==> config.mk <==
export PLATFORM = sky130hd
export DESIGN_NAME = fifo_wr_arbiter
export DESIGN_NICKNAME = d
export VERILOG_FILES = /design/src/rtl/fifo_wr_arbiter.sv
export SDC_FILE = /design/constraint.sdc
export NUM_CORES = 1
export LEC_CHECK = 0
export ABC_CLOCK_PERIOD_IN_PS = 2500
export BUFFER_PORTS_ARGS = -buffer_cell sky130_fd_sc_hd__buf_2
export CAP_MARGIN = 20
export CORE_ASPECT_RATIO = 0.75
export CORE_UTILIZATION = 30
export CTS_CLUSTER_SIZE = 10
export DETAILED_ROUTE_END_ITERATION = 7
export PLACE_DENSITY = 0.67
export SLEW_MARGIN = 25
export SYNTH_ARGS = -nofsm -noshare
export SYNTH_HDL_FRONTEND = slang
export SYNTH_SLANG_ARGS = --single-unit
==> constraint.sdc <==
create_clock -name clk -period 2.5 [get_ports clk]
set_input_delay 0.125 -clock clk [delete_from_list [all_inputs] [get_ports clk]]
set_output_delay 0.125 -clock clk [all_outputs]
set_load 0.01 [all_outputs]
==> src/rtl/fifo_wr_arbiter.sv <==
// fifo_wr_arbiter
//
// Round-robin arbiter that shares one FIFO write port between NREQ
// requesters. A requester that wins a grant keeps the port for a burst of
// up to MAX_BURST accepted words. Priority then rotates to the requester
// after the one that just finished.
//
// Handshake: req[i] stays high while requester i presents a word on its din
// slice. In the cycle where gnt[i]=1, that word is written into the FIFO at
// the rising clock edge, and the requester must advance to its next word.
// No grant is ever issued while fifo_full_wire=1.
//
// Ports:
//   clk            rising-edge clock
//   rst_n          asynchronous active-low reset
//   req[NREQ]      per-requester request
//   din[NREQ*DW]   flattened data; requester i drives din[i*DW +: DW]
//   fifo_full_wire FIFO full flag
//   gnt[NREQ]      one-hot word-accepted strobe (combinational)
//   wr             FIFO write request, equal to |gnt
//   wdata[DW]      data of the granted requester, 0 when wr=0
//   owner[OW]      current burst owner index; meaningful while busy=1
//   busy           1 while the FSM is in BURST (this is the FSM state)
//   stall_cnt[16]  only when FIFO_WR_ARB_STALL_CNT_EN is defined: saturating
//                  count of clocks with req!=0 and fifo_full_wire=1
//
// Optional feature macro: FIFO_WR_ARB_STALL_CNT_EN

module fifo_wr_arbiter #(
    parameter int NREQ      = 4,
    parameter int DW        = 8,
    parameter int MAX_BURST = 4,
    localparam int OW       = $clog2(NREQ)
) (
    input  logic               clk,
    input  logic               rst_n,
    input  logic [NREQ-1:0]    req,
    input  logic [NREQ*DW-1:0] din,
    input  logic               fifo_full_wire,
    output logic [NREQ-1:0]    gnt,
    output logic               wr,
    output logic [DW-1:0]      wdata,
    output logic [OW-1:0]      owner,
`ifdef FIFO_WR_ARB_STALL_CNT_EN
    output logic [15:0]        stall_cnt,
`endif
    output logic               busy
);

    typedef enum logic {
        IDLE  = 1'b0,
        BURST = 1'b1
    } state_t;

    localparam logic [3:0]    BURST_LEN = 4'(MAX_BURST);
    localparam logic [OW-1:0] LAST_INIT = OW'(NREQ - 1);

    state_t          state, state_n;
    logic [OW-1:0]   owner_n;
    logic [OW-1:0]   last, last_n;
    logic [3:0]      cnt, cnt_n;
    logic [NREQ-1:0] gnt_c;
    logic [OW-1:0]   winner;
    logic            found;

    // Round-robin search starting just after 'last'. Walking the offsets
    // downwards means the final assignment is the smallest offset with
    // a request, which is the highest-priority requester.
    always_comb begin
        winner = '0;
        found  = 1'b0;
        for (int k = NREQ; k >= 1; k--) begin
            if (req[(int'(last) + k) % NREQ]) begin
                winner = OW'((int'(last) + k) % NREQ);
                found  = 1'b1;
            end
        end
    end

    always_comb begin
        state_n = state;
        owner_n = owner;
        last_n  = last;
        cnt_n   = cnt;
        gnt_c   = '0;
        case (state)
            IDLE: begin
                if (!fifo_full_wire && found) begin
                    gnt_c[winner] = 1'b1;
                    owner_n       = winner;
                    cnt_n         = 4'd1;
                    // A one-word burst is already complete, so we rotate at once.
                    if (MAX_BURST == 1) begin
                        last_n = winner;
                    end else begin
                        state_n = BURST;
                    end
                end
            end
            BURST: begin
                if (!req[owner]) begin
                    // The owner has finished early. This cycle is a bubble.
                    last_n  = owner;
                    state_n = IDLE;
                end else if (!fifo_full_wire) begin
                    gnt_c[owner] = 1'b1;
                    cnt_n        = cnt + 4'd1;
                    if (cnt_n == BURST_LEN) begin
                        last_n  = owner;
                        state_n = IDLE;
                    end
                end
                // While the FIFO is full everything holds. A stall does not
                // use up any of the burst budget.
            end
            default: state_n = IDLE;
        endcase
    end

    always_ff @(posedge clk or negedge rst_n) begin
        if (!rst_n) begin
            state <= IDLE;
            owner <= '0;
            last  <= LAST_INIT;
            cnt   <= 4'd0;
        end else begin
            state <= state_n;
            owner <= owner_n;
            last  <= last_n;
            cnt   <= cnt_n;
        end
    end

    // The outputs are combinational, but they are gated with rst_n so they
    // drop to zero as soon as reset is asserted.
    assign gnt  = rst_n ? gnt_c : '0;
    assign wr   = |gnt;
    assign busy = rst_n && (state == BURST);

    always_comb begin
        wdata = '0;
        for (int i = 0; i < NREQ; i++) begin
            if (gnt[i]) begin
                wdata = din[i*DW +: DW];
            end
        end
    end

`ifdef FIFO_WR_ARB_STALL_CNT_EN
    always_ff @(posedge clk or negedge rst_n) begin
        if (!rst_n) begin
            stall_cnt <= 16'd0;
        end else if ((|req) && fifo_full_wire && (stall_cnt != 16'hFFFF)) begin
            stall_cnt <= stall_cnt + 16'd1;
        end
    end
`endif

endmodule

---- Yosys cells after proc, flatten, opt, wreduce, memory -nomap -nowiden ----
Cells that the tools add are included.
word-level totals
  bits in registers ....................... 9
  input bits .............................. 39
  output and inout bits ................... 16
  logic and storage cells ................. 88
operators by class
  add/sub/neg operators ................... 5
  magnitude comparators ................... 8
  equality and inequality tests ........... 6
  multiplexer cells ....................... 47
  bitwise logic cells ..................... 5
  reductions and logical operators ........ 13
operators by type and width
  operator                                                                              count
  8-bit two-way mux                                                                     4
  4-bit two-way mux                                                                     7
  1-bit two-way mux                                                                     19
  3-bit by 4-bit < comparator with 1-bit output (second input constant)                 4
  4-bit one-hot mux with 2 select lines                                                 2
  2-bit two-way mux                                                                     7
  1-bit binary-select mux with 2-bit select                                             5
  2-bit OR reduction                                                                    4
  2-bit by 3-bit < comparator with 1-bit output (second input constant)                 2
  2-bit != test (second input constant)                                                 3
  3-bit AND reduction                                                                   2
  2-bit by 1-bit adder with 2-bit output (second input constant)                        2
  2-bit adder (second input constant)                                                   2
  4-bit by 1-bit adder with 4-bit output (second input constant)                        1
  1-bit AND (first input constant)                                                      4
  1-bit demux with 2-bit select                                                         2
  4-bit by 3-bit equality test with 1-bit output (second input constant)                1
  2-bit by 1-bit greater-or-equal comparator with 1-bit output (second input constant)  2
  1-bit logical AND                                                                     4
  2-bit by 1-bit != test with 1-bit output (second input constant)                      2
  4-bit OR reduction                                                                    1
  1-bit one-hot mux with 2 select lines                                                 1
  2-bit AND reduction                                                                   1
  1-bit logical NOT                                                                     1
  1-bit inverter                                                                        1

---- Logic depth before layout (Yosys ltp) ----
Gate-level depths: netlist of run 1.
  depth after elaboration ................. 21
  gate-level depth with buffers ........... 8
  mapped depth without buffers ............ 7

---- Worst setup path after synthesis of run 1 ----
OpenSTA, ideal clock, no wires.
  path type ............................... flip-flop to output port
  start point ............................. reg last[0]
  end point ............................... out wdata[0]
  data arrival time ....................... 1806 ps
  data required time ...................... 2375 ps
  setup slack ............................. 569 ps
  stages on the path, launching flop included .. 9
  path buffers ............................ 2
  cells stage by stage .................... dfstp_2 -> and2b_1 -> o21ai_1 -> o311ai_2 -> nor2b_4 -> buf_6 -> o21a_1 -> buf_6 -> a22o_1
on the way
  elaborated cells on any way between the ends .. 37
  those cells by class .................... add/sub: 4; order compare: 2; mux: 29; reduce/logical: 2
RTL lines
  what                                                                                                                                                 RTL line  source
  from (decl)                                                                                                                                          60        logic [OW-1:0] last, last_n;
  from (signal assigned)                                                                                                                               129       last <= last_n;
  2-bit by 1-bit adder with 2-bit output                                                                                                               73, 74
  1-bit binary-select mux with 2-bit select                                                                                                            73        if (req[(int'(last) + k) % NREQ]) begin
  1-bit two-way mux (implied by the code) (2 in a row)                                                                                                 73
  2-bit two-way mux (4 in a row)                                                                                                                       73
  2-bit by 3-bit < comparator with 1-bit output (implied by the code) or 2-bit by 1-bit greater-or-equal comparator with 1-bit output (tied branches)  89        gnt_c[winner] = 1'b1;
  1-bit logical AND (implied by the code)                                                                                                              89
  1-bit two-way mux (implied by the code)                                                                                                              89
  1-bit demux with 2-bit select                                                                                                                        89
  4-bit two-way mux (*)                                                                                                                                88        if (!fifo_full_wire && found) begin
  4-bit one-hot mux with 2 select lines (*)                                                                                                            86        case (state)
  4-bit two-way mux (*)                                                                                                                                136       assign gnt = rst_n ? gnt_c : '0;
  via gnt[3]                                                                                                                                           40        output logic [NREQ-1:0] gnt,
  8-bit two-way mux (*)                                                                                                                                143       if (gnt[i]) begin
  to (decl)                                                                                                                                            42        output logic [DW-1:0] wdata,
The timed path passes the listed nets; every way through them passes the cells marked *. The select of a mux whose other input is x is not followed.

---- Worst setup path in the final report of run 1 ----
  start point ............................. reg last[0]
  end point ............................... out wdata[4]
on the way
  longest elaborated chain between the ends .. 19
  elaborated cells on any way between the ends .. 37
  those cells by class .................... add/sub: 4; order compare: 2; mux: 29; reduce/logical: 2
ends and longest elaborated chain
  what                                                                                                                                                 RTL line
  2-bit by 1-bit adder with 2-bit output                                                                                                               73, 74
  1-bit binary-select mux with 2-bit select                                                                                                            73
  1-bit two-way mux (implied by the code) (2 in a row)                                                                                                 73
  2-bit two-way mux (4 in a row)                                                                                                                       73
  2-bit by 3-bit < comparator with 1-bit output (implied by the code) or 2-bit by 1-bit greater-or-equal comparator with 1-bit output (tied branches)  89
  1-bit logical AND (implied by the code)                                                                                                              89
  1-bit two-way mux (implied by the code)                                                                                                              89
  1-bit demux with 2-bit select                                                                                                                        89
  4-bit two-way mux (*)                                                                                                                                88
  4-bit one-hot mux with 2 select lines (*)                                                                                                            86
  4-bit two-way mux (*)                                                                                                                                136
  8-bit two-way mux (3 in a row)                                                                                                                       143
  8-bit two-way mux (*)                                                                                                                                143
Every way passes the cells marked *; elsewhere a longest branch is shown, timed or not. The select of a mux whose other input is x is not followed.

==> impl_metrics.py, run 1 <==
metrics = {
    "status": {
        "status": "finished clean",
    },
    "sta": {
        "maxSlewHeadroom": 0.477,
        "max_freq_mhz": 425,
        "rsz0062_at_grt": "false",
        "final.setup.tns_ns": 0,
        "fin_crit_sh": 0.942,
        "period_needed_ns": 2.35,
        "final-hold-violation-count": 0,
        "slew_viol_final": 0,
        "fin_worst_skew_ns": 0.00396,
        "setup_viol": 0,
        "worst_pin_slew_ns": 0.776,
        "setup_ws_ns": 0.146,
    },
    "route": {
        "drt_wl_total_um": 3400,
        "remaining_drc_errors": 0,
        "drtPass1Iterations": 4,
        "vias": 1229,
        "postRouteAntennaNets": 0,
        "wl_per_cell_um": 14.4,
        "drt_iter0_drc": 68,
        "routed_via_density": 5.21,
    },
    "synthesis": {
        "syn_area_per_cell_um2": 8.45,
        "ys_seq_area_frac": 0.203,
        "syn_inst": 133,
        "synth_edf_count": 0,
        "synth_seq_cells": 9,
        "synthDistinctLibCells": 41,
        "async_reset_ff_frac": 1.00,
        "netlist_area_um2": 1120,
        "synth-main-ff-cell": "dfrtp_1",
        "yosysWarningCount": 0,
        "synthesis.nets": 174,
    },
    "power": {
        "power_density_nw_per_um2": 860,
        "finalPower_mw": 1.28,
        "p_leak_nw": 0.705,
        "ir_worst_vdd_v": 0.000335,
    },
    "cells_and_area": {
        "fin_nets": 228,
        "post-route-util": 0.435,
        "drive_above_1_share": 0.398,
        "diodes": 0,
        "design_area_um2": 1490,
        "syn2layout_area_growth_pct": 32.5,
        "fillCellCount": 374,
    },
    "floorplan": {
        "row_count": 18,
        "die_w_um": 72.7,
        "io_pins": 55,
        "start_util": 0.328,
        "fp.coreArea_um2": 3420,
        "fp.dieH_um": 55,
        "die-area_um2": 4000,
    },
    "setup_path": {
        "path_cells": "nand2b_1 -> o221ai_2 -> or2_4 -> nor2b_4 -> o21a_1 -> a22o_1 -> buf_2",
        "cp_num_buf_inv": 1,
        "cp.arrival_ns": 2.23,
        "slowest_delay_ns": 0.53,
        "crit_required_ns": 2.38,
        "critPathCaptureType": "primary output",
        "worst_path_max_delay_cell": "dfstp_2",
        "cp-start-kind": "flop",
        "critPathTopFamily": "simple AND/OR/NAND/NOR gates",
        "cp_max_fo": 11,
        "worstSetupPathType": "flop to primary output",
    },
    "global_route": {
        "grt_pass1_wl_um": 5080,
        "grt_usage": 0.172,
        "globalRouteOverflowTotal": 0,
        "grt_max_degree": 18,
        "antenna_found_initial": 0,
        "first_global_vias": 1073,
    },
    "place": {
        "gp_congestion": 0.797,
        "dpl_worst_slack_ns": 0.389,
        "place_area_um2": 1420,
        "dpl.hpwl_um": 2620,
        "portBuffers": 54,
    },
    "run": {
        "cap_violations": 0,
    },
    "cts": {
        "ctsHtreeMaxLevel": 1,
        "cts_buffers": 3,
        "tritoncts": "built",
        "cts.sinks": 9,
        "clk_latency_ns": 0.24,
        "clk_pin_slew_ns": 0.05,
        "cts-root-buf": "clkbuf_8",
        "clockBufferDepth": 2,
    },
    "worst_hold_path": {
        "min_path_type": "input pin to flop",
    },
}
cell usage after synthesis, types with 4 or more instances:
cell / count / area [um2]
nor2_1: 5 / 18.8
buf_6: 4 / 45.0
a22o_1: 9 / 78.8
o21ai_1: 5 / 25.0
a22oi_1: 8 / 60.1
nor3_1: 8 / 40.0
nand2_1: 9 / 33.8
nand2b_1: 4 / 25.0
mux2i_1: 9 / 90.1
a21oi_1: 9 / 45.0
nor2b_1: 4 / 25.0
dfrtp_1: 7 / 175
o2111ai_1: 8 / 70.1
sequential cells by signal, indices dropped and copies added (netlist names):
signal and count:
last 2, owner 2, cnt 4, state 1
cells in the final DEF, fill, tap and decap left out, types with 2 or more instances in the layout:
cell type,instances
buf_2,54
nand2_1,9
mux2i_1,9
a21oi_1,9
a22o_1,9
a22oi_1,8
o2111ai_1,8
nor3_1,8
dfrtp_1,7
nor2_1,5
nand2b_1,4
nor2b_1,4
o21ai_1,4
o21a_1,3
inv_1,3
o21ai_0,3
mux2_2,3
clkbuf_8,3
buf_4,3
and2b_1,2
nand3_1,2
or2_4,2
ha_1,2
dfstp_2,2
final cells by class:
class                           count  area [um2]  share of cell area
Clock buffer                        4        45.0              0.0303
Inverter                            3        11.3             0.00756
Multi-Input combinational cell    112         840               0.564
Sequential cell                     9         228               0.153
Tap cell                           50        62.6              0.0420
Timing Repair Buffer               58         303               0.203
worst paths after layout:
check	from	to	slack, ns	cells past startpoint
max	last[0]	wdata[4]	0.15	7
min	fifo_full_wire	state	0.26	3
max reg2reg	state	cnt[2]	0.54	6
min reg2reg	cnt[3]	cnt[3]	0.51	2
max in group asynchronous	rst_n	last[1]	1.89	2
min in group asynchronous	rst_n	cnt[2]	0.32	2
worst min-delay path: stages:
cell	delay, ns
buf_2	0.09
or2_1	0.13
o32ai_1	0.09
per-stage QoR:
step | instances | hold WS [ns]
floorplan | 133 | -0.171
global placement | 231 | 0.0304
detailed placement | 231 | 0.0366
CTS | 236 | 0.252
global route | 236 | 0.276
finish | 236 | 0.257
metal layers:
metal | global-route usage | routed length (um) | up-vias
met5 | 0 | 0 | -
met4 | 0.0654 | 41 | 0
met3 | 0.0380 | 149 | 5
met2 | 0.252 | 1610 | 24
met1 | 0.245 | 1600 | 576
li1 | - | - | 624
report_power, final:
part	leakage [nW]	internal (mW)	switching (mW)
clock	0.0228	0.111	0.0597
combinational	0.576	0.383	0.414
sequential	0.107	0.222	0.0900
repair_timing:
action,4_1_cts,5_1_grt
endpoints found under the setup margin,0,7
hold buffers,1,0
setup buffers,0,0
endpoints found under the hold margin,7,0
gates resized for setup,0,3
kinds of logic after synthesis:
group,Yosys count,share of synthesized area
xor gates and xnor gates,1,0.00780
DFF,9,0.203
buffers and inverters,12,0.0702
AOI/OAI and AO/OA,52,0.345
and+or+nand+nor,45,0.242
muxes,12,0.110
adders and majority gates,2,0.0223
No activity file was read; power rests on OpenSTA's default activity.
==> run 2, diff against run 1 <==
CORE_ASPECT_RATIO = not set   (was 0.75)
==> run 2 against run 1 <==
  * Critical path depth is 1 higher
  * Die area about the same
  * Largest power group unchanged
  * Largest cell class unchanged
  * Non-clock buffer count grew 1
  * Maximum frequency decreased by 0.94%
==> impl_metrics.py, run 2 (synthesized netlist as in run 1, its figures left out) <==
metrics = {
    "cells_and_area": {
        "design_area_um2": 1480,
        "ff_latch_area_um2": 228,
        "final_cell_count_no_fill": 233,
        "drive_above_1_share": 0.396,
        "syn2layout_area_growth_pct": 31.5,
        "largest_register_ffs": 4,
        "mostFrequentLayoutCell": "buf_2",
        "reg_top3": "cnt x4, last x2, owner x2",
        "fillCellCount": 359,
        "multi_input_comb_area_um2": 826,
        "largest-register": "cnt",
        "diodes": 0,
        "layout_common_cells": "buf_2, nand2_1, mux2i_1, a21oi_1, a22o_1",
        "fin_nets": 229,
    },
    "setup_path": {
        "cp_max_fo": 11,
        "crit_cells": 8,
        "r2r.worst_path.cells": 6,
        "cp-start-kind": "flop",
        "worstSetupPathType": "flop to primary output",
        "cp.arrival_ns": 2.25,
        "crit_required_ns": 2.38,
        "worst_path_max_delay_cell": "dfstp_2",
        "path_cells": "and2b_1 -> o21ai_1 -> o311ai_2 -> buf_4 -> mux2i_1 -> o2111ai_1 -> a22o_1 -> buf_2",
        "critPathTopFamily": "compound AO/OA/AOI/OAI gates",
        "critPathCaptureType": "primary output",
        "cp_num_buf_inv": 2,
        "slowest_delay_ns": 0.52,
    },
    "sta": {
        "max_freq_mhz": 421,
        "worst_pin_slew_ns": 0.585,
        "fin_worst_hold_slack_ns": 0.257,
        "rsz0062_at_grt": "false",
        "period_needed_ns": 2.38,
        "final-hold-violation-count": 0,
        "slew_viol_final": 0,
        "fin_worst_skew_ns": 0.000516,
        "fin_crit_sh": 0.950,
        "final.setup.tns_ns": 0,
        "maxSlewHeadroom": 0.609,
        "setup_viol": 0,
        "setup_ws_ns": 0.124,
    },
    "power": {
        "power_density_nw_per_um2": 848,
        "p_switching_mw": 0.542,
        "p_leak_nw": 0.707,
        "power_frac_comb": 0.621,
        "pwr-share-clk": 0.135,
        "internal_power_mw": 0.710,
        "ir_worst_vdd_v": 0.000255,
        "p_seq_frac": 0.244,
        "netSwitchingFraction": 0.433,
    },
    "floorplan": {
        "fp.dieH_um": 63.2,
        "row_count": 21,
        "io_pins": 55,
        "start_util": 0.324,
        "fp.coreArea_um2": 3470,
        "die-area_um2": 3990,
        "die_w_um": 63.2,
    },
    "route": {
        "drtPass1Iterations": 4,
        "drt_iter0_drc": 67,
        "postRouteAntennaNets": 0,
        "remaining_drc_errors": 0,
        "wl_per_cell_um": 13.5,
        "vias": 1226,
        "drt_wl_total_um": 3150,
        "routed_via_density": 5.26,
    },
    "cts": {
        "postCtsSetupRepairBufs": 0,
        "cts_buffers": 3,
        "clockBufferDepth": 2,
        "clk_latency_ns": 0.23,
        "tritoncts": "built",
        "cts.sinks": 9,
        "clk_pin_slew_ns": 0.04,
        "ctsHtreeMaxLevel": 1,
        "cts-root-buf": "clkbuf_8",
    },
    "global_route": {
        "use_met2": 0.247,
        "grt_max_degree": 18,
        "first_global_vias": 1134,
        "grt_usage": 0.159,
        "antenna_found_initial": 0,
        "use_met1": 0.214,
        "grt_pass1_wl_um": 5060,
        "grt_most_used_layer": "met2",
        "globalRouteOverflowTotal": 0,
        "met3_usage": 0.0471,
    },
    "place": {
        "dpl.hpwl_um": 2530,
        "place_inst": 228,
        "gp_congestion": 0.866,
        "portBuffers": 54,
        "dpl_worst_slack_ns": 0.380,
        "place_area_um2": 1420,
    },
    "run": {
        "cap_violations": 0,
    },
    "worst_hold_path": {
        "hold_depth": 3,
        "min_path_type": "input pin to flop",
    },
    "status": {
        "status": "finished clean",
    },
}
## run 2: stage by stage
stage          total power, mW  utilization
2_1_floorplan            0.875            -
3_3_place_gp              1.08        0.409
3_5_place_dp              1.08        0.409
4_1_cts                   1.26        0.425
5_1_grt                   1.36        0.426
6_report                  1.25        0.426
## run 2: area by class of cell
cell class / instances / area share
sequential: 9 / 0.154
tap: 46 / 0.0389
inverter: 3 / 0.00762
clock buffer: 4 / 0.0305
multi-input combinational: 112 / 0.559
timing repair buffer: 59 / 0.210
## run 2: repair_timing
item	CTS	global route
hold buffers	1	0
hold endpoints to repair	7	0
gates resized for setup	0	1
setup endpoints to repair	0	1
## run 2: worst paths after layout
check	from	endpoint	slack, ns
max	last[0]	wdata[4]	0.12
max in group asynchronous	rst_n	last[0]	1.90
min in group asynchronous	rst_n	cnt[1]	0.31
min	req[2]	state	0.26
max reg2reg	state	cnt[2]	0.53
min reg2reg	cnt[3]	cnt[3]	0.51
## run 2: routing by layer
layer  routed length [um]  vias up
li1                     -      627
met1                 1460      556
met2                 1470       39
met3                  191        4
met4                   38        0
met5                    0        -
## run 2: tightest hold or removal path, cell delays in order
cell and delay, ns:
buf_2 0.13, nor4_1 0.08, o32ai_1 0.10
## run 2: power by group through the flow
| stage | registers, mW | clock network [mW] | logic [mW] |
|---|---|---|---|
| 2_1_floorplan | 0.281 | 0 | 0.594 |
| 3_3_place_gp | 0.306 | 0 | 0.769 |
| 3_5_place_dp | 0.309 | 0 | 0.773 |
| 4_1_cts | 0.308 | 0.173 | 0.777 |
| 5_1_grt | 0.320 | 0.183 | 0.861 |
| 6_report | 0.306 | 0.169 | 0.778 |
==> run 3, diff against run 2 <==
CORE_MARGIN = 5   (was not set)
CTS_BUF_LIST = sky130_fd_sc_hd__clkbuf_16   (was not set)
==> run 3 against run 2 <==
  * Final cell count grew 1.3%
  * Power grew 11%
  * Wire length grew 5.5%
  * Worst hold slack gained 0.0061 ns
  * Sequential share of layout area shrank 0.54 points
  * First-iteration DRC count grew 21%
  * Design area grew 3.6%
  * Non-clock buffer count grew 1
  * Flip-flop and latch count is the same
  * Count of clock-buffer cells in the layout shrank 1
  * Largest cell class unchanged
  * Highest routed layer unchanged
==> impl_metrics.py, run 3 (synthesized netlist as in run 1, its figures left out) <==
metrics = {
    "setup_path": {
        "cp-start-kind": "flop",
        "cp.arrival_ns": 2.28,
        "critPathCaptureType": "primary output",
        "worstSetupPathType": "flop to primary output",
        "cp_max_fo": 11,
        "crit_required_ns": 2.38,
    },
    "worst_hold_path": {
        "min_path_type": "input pin to flop",
    },
    "global_route": {
        "grt_pass1_wl_um": 5380,
        "grt_max_degree": 18,
        "grt_usage": 0.127,
        "antenna_found_initial": 0,
        "globalRouteOverflowTotal": 0,
        "first_global_vias": 1158,
    },
    "power": {
        "p_seq_frac": 0.222,
        "p_leak_nw": 0.732,
        "p_switching_mw": 0.563,
        "internal_power_mw": 0.823,
        "pwr-share-clk": 0.197,
        "netSwitchingFraction": 0.406,
        "ir_worst_vdd_v": 0.000323,
        "power_frac_comb": 0.582,
        "power_density_nw_per_um2": 905,
    },
    "cells_and_area": {
        "ff_latch_area_um2": 228,
        "drive_above_1_share": 0.399,
        "largest_register_ffs": 4,
        "final_cell_count_no_fill": 236,
        "fillCellCount": 402,
        "layout_common_cells": "buf_2, mux2i_1, a21oi_1, a22o_1",
        "post-route-util": 0.421,
        "syn2layout_area_growth_pct": 36.3,
        "diodes": 0,
        "fin_nets": 230,
        "multi_input_comb_area_um2": 836,
        "mostFrequentLayoutCell": "buf_2",
        "largest-register": "cnt",
        "reg_top3": "cnt x4, last x2, owner x2",
    },
    "sta": {
        "period_needed_ns": 2.40,
        "rsz0062_at_grt": "false",
        "fin_crit_sh": 0.961,
        "fin_worst_skew_ns": 0.00224,
        "maxSlewHeadroom": 0.584,
        "setup_viol": 0,
        "max_freq_mhz": 416,
        "final.setup.tns_ns": 0,
        "slew_viol_final": 0,
        "final-hold-violation-count": 0,
        "worst_pin_slew_ns": 0.622,
    },
    "route": {
        "remaining_drc_errors": 0,
        "drt_wl_total_um": 3330,
        "drtPass1Iterations": 4,
        "vias": 1236,
        "drt_iter0_drc": 81,
        "routed_via_density": 5.24,
        "wl_per_cell_um": 14.1,
        "postRouteAntennaNets": 0,
    },
    "status": {
        "status": "finished clean",
    },
    "cts": {
        "cts-root-buf": "clkbuf_16",
        "clockBufferDepth": 2,
        "cts_buffers": 3,
        "clk_pin_slew_ns": 0.04,
        "clk_latency_ns": 0.23,
        "ctsHtreeMaxLevel": 1,
        "tritoncts": "built",
        "cts.sinks": 9,
    },
    "floorplan": {
        "io_pins": 55,
        "fp.dieH_um": 71.2,
        "die_w_um": 71.2,
        "start_util": 0.309,
        "die-area_um2": 5070,
        "fp.coreArea_um2": 3630,
        "row_count": 22,
    },
    "place": {
        "place_inst": 229,
        "portBuffers": 54,
        "gp_congestion": 0.776,
        "dpl.hpwl_um": 2590,
    },
    "run": {
        "cap_violations": 0,
    },
}
-- run 3: cell type report --
cell class                      instances  area share
Tap cell                               48      0.0392
Inverter                                3     0.00735
Clock buffer                            3      0.0490
Timing Repair Buffer                   60       0.208
Clock inverter                          1     0.00245
Sequential cell                         9       0.149
Multi-Input combinational cell        112       0.546
-- run 3: what timing repair did --
item | CTS | global route
setup buffers | 0 | 2
hold buffers | 1 | 0
setup endpoints to repair | 0 | 8
hold endpoints to repair | 7 | 0
resized for setup | 0 | 2
-- run 3: worst paths after layout --
path                            depth (start not counted)           start  slack, ns        to
worst max-delay path                                    7         last[0]        0.1  wdata[2]
worst min-delay path                                    3  fifo_full_wire       0.26     state
worst max register to register                          5           state       0.54    cnt[2]
worst min register to register                          2          cnt[3]       0.50    cnt[3]
max in group asynchronous                               2           rst_n       1.90   last[1]
min in group asynchronous                               2           rst_n       0.32     state
-- run 3: routing by layer --
metal  routed length (um)  global-route usage  up-vias
met4                   19              0.0251        0
met2                 1650               0.199       25
met3                  126              0.0241        2
li1                     -                   -      632
met1                 1530               0.181      577
met5                    0                   0        -
-- run 3: critical path: stages (launching register included) --
cell and delay, ns:
dfstp_2 0.52, and2b_1 0.19, o221ai_2 0.19, or2_4 0.24, or2_1 0.31, o2111ai_1 0.21
a22o_1 0.24, buf_2 0.14
-- run 3: power groups by stage --
stage / logic (mW) / clock network (mW) / registers (mW)
floorplan: 0.594 / 0 / 0.281
global placement: 0.766 / 0 / 0.306
detailed placement: 0.773 / 0 / 0.308
CTS: 0.776 / 0.278 / 0.307
global route: 0.890 / 0.288 / 0.323
finish: 0.806 / 0.273 / 0.307
-- run 3: stage by stage --
step	cell area, um2	setup slack (ns)	power (mW)	hold WS, ns
finish	1530	0.0986	1.39	0.263
global route	1530	0.0172	1.50	0.312
CTS	1500	0.0456	1.36	0.252
detailed placement	1420	0.294	1.08	0.0319
global placement	1420	0.321	1.07	0.0281
floorplan	1120	0.569	0.875	-0.171
